File: config.mk
export PLATFORM = sky130hd
export DESIGN_NAME = arb3_rr_ctrl
export DESIGN_NICKNAME = d
export VERILOG_FILES = /design/src/rtl/arb3_rr_ctrl.sv
export SDC_FILE = /design/constraint.sdc
export NUM_CORES = 1
export LEC_CHECK = 0
export ABC_AREA = 1
export CAP_MARGIN = 15
export CORE_UTILIZATION = 49
export CTS_BUF_LIST = sky130_fd_sc_hd__clkbuf_2
export CTS_CLUSTER_DIAMETER = 40
export DETAILED_ROUTE_END_ITERATION = 10
export GPL_TIMING_DRIVEN = 0
export PLACE_DENSITY = 0.77
export SYNTH_ARGS = -nofsm -noshare
export SYNTH_HDL_FRONTEND = slang
export SYNTH_SLANG_ARGS = --single-unit
File: constraint.sdc
create_clock -name i_clk -period 1.1 [get_ports i_clk]
set_input_delay 0.33 -clock i_clk [delete_from_list [all_inputs] [get_ports i_clk]]
set_output_delay 0.33 -clock i_clk [all_outputs]
set_load 0.01 [all_outputs]
File: src/rtl/arb3_rr_ctrl.sv
// ============================================================================
// Module   : arb3_rr_ctrl
// Brief    : Three-way round-robin arbiter driving a shared 3:1 datapath mux,
//            with hold limit, timeout pulse and a dead cycle between grants.
// Revision : 1.0 - initial release
// ============================================================================
`default_nettype none

module arb3_rr_ctrl #(
  parameter int MAX_HOLD = 16,
  parameter int CNT_W    = $clog2(MAX_HOLD)
) (
  input  logic       i_clk,
  input  logic       i_rst_n,
  input  logic [2:0] i_req,
  input  logic       i_done,
  output logic [2:0] o_gnt,
  output logic [1:0] o_sel,
  output logic       o_busy,
  output logic       o_timeout
);

  typedef enum logic [0:0] {
    ST_IDLE = 1'b0,
    ST_BUSY = 1'b1
  } state_t;

  localparam logic [CNT_W-1:0] c_hold_lim = CNT_W'(MAX_HOLD - 1);
  localparam logic [CNT_W-1:0] c_cnt_max  = '1;

  state_t           r_state, w_state_nx;
  logic [1:0]       r_ptr, w_ptr_nx;
  logic [1:0]       r_win, w_win_nx;
  logic [CNT_W-1:0] r_cnt, w_cnt_nx;
  logic [2:0]       w_gnt_nx;
  logic [1:0]       w_sel_nx;
  logic             w_busy_nx;
  logic             w_timeout_nx;
  logic [1:0]       w_arb;
  logic             w_limit;
  logic             w_drop;

  // Rotating-priority pick: search ptr, ptr+1, ptr+2 (mod 3).
  always_comb begin
    w_arb = 2'd0;
    case (r_ptr)
      2'd1: begin
        if (i_req[1])      w_arb = 2'd1;
        else if (i_req[2]) w_arb = 2'd2;
        else               w_arb = 2'd0;
      end
      2'd2: begin
        if (i_req[2])      w_arb = 2'd2;
        else if (i_req[0]) w_arb = 2'd0;
        else               w_arb = 2'd1;
      end
      default: begin
        if (i_req[0])      w_arb = 2'd0;
        else if (i_req[1]) w_arb = 2'd1;
        else               w_arb = 2'd2;
      end
    endcase
  end

  assign w_limit = (r_cnt == c_hold_lim);
  assign w_drop  = ~i_req[r_win];

  always_comb begin
    w_state_nx   = r_state;
    w_ptr_nx     = r_ptr;
    w_win_nx     = r_win;
    w_cnt_nx     = r_cnt;
    w_gnt_nx     = 3'b000;
    w_sel_nx     = 2'b11;
    w_busy_nx    = 1'b0;
    w_timeout_nx = 1'b0;

    case (r_state)
      ST_IDLE: begin
        if (|i_req) begin
          w_state_nx = ST_BUSY;
          w_win_nx   = w_arb;
          w_cnt_nx   = '0;
          w_gnt_nx   = 3'b001 << w_arb;
          w_sel_nx   = w_arb;
          w_busy_nx  = 1'b1;
        end
      end
      ST_BUSY: begin
        if (i_done || w_drop || w_limit) begin
          // Returning to IDLE gives the mandatory dead cycle for free.
          w_state_nx   = ST_IDLE;
          w_ptr_nx     = (r_win == 2'd2) ? 2'd0 : r_win + 2'd1;
          w_timeout_nx = w_limit & ~i_done & ~w_drop;
        end else begin
          w_gnt_nx  = o_gnt;
          w_sel_nx  = o_sel;
          w_busy_nx = 1'b1;
          if (r_cnt != c_cnt_max) w_cnt_nx = r_cnt + 1'b1;
        end
      end
      default: w_state_nx = ST_IDLE;
    endcase
  end

  always_ff @(posedge i_clk or negedge i_rst_n) begin
    if (!i_rst_n) begin
      r_state   <= ST_IDLE;
      r_ptr     <= 2'd0;
      r_win     <= 2'd0;
      r_cnt     <= '0;
      o_gnt     <= 3'b000;
      o_sel     <= 2'b11;
      o_busy    <= 1'b0;
      o_timeout <= 1'b0;
    end else begin
      r_state   <= w_state_nx;
      r_ptr     <= w_ptr_nx;
      r_win     <= w_win_nx;
      r_cnt     <= w_cnt_nx;
      o_gnt     <= w_gnt_nx;
      o_sel     <= w_sel_nx;
      o_busy    <= w_busy_nx;
      o_timeout <= w_timeout_nx;
    end
  end

endmodule

`default_nettype wire

==> metrics <==
fin nets=142; status=complete, but fails checks; grt ovf=0; element type at the critical path end=flip-flop; crit path max fanout=5; initial core utilization=53.41%; net count after synthesis=112; final instance area=0.001229 mm^2; Setup TNS=-2856 ps; CP Data Arrival Time=1510 ps; drt total wl=2292 um; maximum clock rate=764.0 MHz; worst skew pair latency=300 ps; Final Max Tran Viols=0; initial antenna violation count=0; cell area after synthesis=823.3 um^2; Total Routing Usage GR=24.71%; worst setup margin=-208.9 ps; Final setup viols=22; Core Area=0.001541 mm^2; CTS root buf=clkbuf_2; RSZ-0062 raised after global routing=true; Req. time, crit path=1300 ps; first-pass GRT wire length=3408 um; worst-path cell chain=inv_2, nor2_4, nand2_2, nand2_4, nand4_4, nand3_2, nand2_1; Worst R2R Setup Slack=-210 ps; num ports=13; TritonCTS Buffers=3; gpl congestion=0.7761; WL/cell=15.49 um; Seq cells post-synth=15; CTS tree=yes; register area share after synthesis=45.90%; syn avg cell area=7.993 um^2; Final Hold Viols=0; # rows=14; port bufs=12; slew at the pin closest to its max-slew limit=657.7 ps; delay-heaviest family, CP=simple AND/OR/NAND/NOR gates; Synthesis Warnings=0; ANT nets after route=0; Clock Pin Slew Worst Setup and Hold Paths=150 ps; pin count of the biggest net entering global routing=16; Clock Sinks=15; drt pass-1 iters=4; Largest stage delay, worst path=390 ps; Crit-path slowest cell=dfrtp_1; placed inst area=0.001017 mm^2; worst path bufs/invs=1; clock skew=3.560 ps; Ant. Diodes=0; H-tree depth=1; Detail Placement HPWL=1185 um; nature of the critical path startpoint=flip-flop; crit share post-route=119.0%; P_leak=0.0005987 uW; share of cells above drive strength 1=53.79%; worst rel slew slack=56.02%; DR vias=848; number of global-route vias before repair=786; max-cap violations=0; Vias/cell=5.730; P per Cell Area=2378 mW/mm^2; critical path type=flip-flop to flip-flop; Final min period=1309 ps; # DRC=0; CTS max path bufs=2; chip height=42.99 um; failing checks=negative setup slack; width of the die=42.99 um; Initial DRC Count=24; DIE AREA=0.001848 mm^2; most frequent cells in the layout=13 x buf_4, 13 x nand2_1, 12 x dfrtp_1; Hold Buf Count CTS=0; area grow syn2layout=49.24%; worst hold-check path type=primary input to asynchronous set/reset pin; Mapped Cells=103; Worst IR Drop VDD=0.001495 V; Distinct cells, synth=20
-- path summary, 6_finish.rpt --
path	cells after the start	end	from
max in group asynchronous	1	r_win[1]	i_rst_n
min	1	r_ptr[0]	i_rst_n
max reg2reg	7	r_cnt[0]	r_win[0]
min reg2reg	2	o_gnt[1]	o_gnt[1]
max	7	r_cnt[0]	r_win[0]
min in group i_clk	2	o_gnt[1]	o_gnt[1]
-- power breakdown --
| group | switching (uW) | internal, uW | total (uW) | leakage (uW) |
|---|---|---|---|---|
| Clock | 188 | 96.3 | 285 | 0.0000166 |
| Sequential | 146 | 762 | 907 | 0.000190 |
| Combinational | 1010 | 717 | 1730 | 0.000392 |
-- through the flow --
step / utilization [%] / hold WS (ps) / total power (uW) / std cells / setup slack, ps
floorplan: - / 34.41 / 1755 / 103 / -65.20
global placement: 65.99 / 486.8 / 2101 / 131 / -572.8
detailed placement: 65.99 / 500.6 / 2143 / 131 / -583.2
CTS: 75.24 / 423.3 / 2681 / 144 / -200.3
global route: 79.71 / 471.7 / 3090 / 148 / -318.9
finish: 79.71 / 412.6 / 2922 / 148 / -208.9
-- registers in the layout (all words and copies together) (netlist names) --
name and flops:
r_cnt 4, r_win 2, r_ptr 2, o_timeout 1, r_state 1, o_sel 2
o_gnt 3
-- logic make-up after synthesis --
group	share of synthesized area [%]
AO/OA/AOI/OAI	6.534
adder cells (fa/ha/maj)	4.560
buffers and inverters	9.118
flip-flops	45.90
AND/OR/NAND/NOR	33.89
-- what timing repair did --
item                                    CTS  global route
endpoints found under the setup margin   22            22
gates resized for setup                  49            11
buffers inserted                          8             4
pin swaps                                12             7
cloned                                    1             0
-- metal layers --
| layer | up-vias | global-route usage, % | part of all wire, % |
|---|---|---|---|
| li1 | 397 | - | - |
| met5 | - | 0 | 0 |
| met1 | 420 | 33.42 | 43 |
| met2 | 25 | 41.82 | 51 |
| met4 | 0 | 7.273 | 2.4 |
| met3 | 6 | 2.553 | 3.8 |
-- cells in the mapped netlist --
library cell  number  area [um^2]
nand2_1           22        82.58
inv_1             14        52.55
dfrtp_1           13        325.3
nor2_1            11        41.29
nand3_1           10        50.05
nand4_1            7        43.79
inv_2              4        15.01
ha_1               3        37.54
o21ai_1            3        15.01
a21oi_1            2        10.01
dfstp_2            2        52.55
nand2_2            2        12.51
nor2_2             2        12.51
o21bai_1           2        15.01
a21oi_2            1        8.760
buf_4              1        7.510
nand3_2            1        10.01
nand4_4            1        21.27
nor3_1             1        5.000
o21ai_0            1        5.000
-- cell type report --
type	instances	area (um^2)
Clock buffer	4	20.02
Tap cell	16	20.02
Inverter	18	67.56
Timing Repair Buffer	24	183.9
Fill cell	110	312.8
Buffer	1	7.507
Sequential cell	15	379.1
Multi-Input combinational cell	70	550.5
Power figures use the tool's default switching activity.
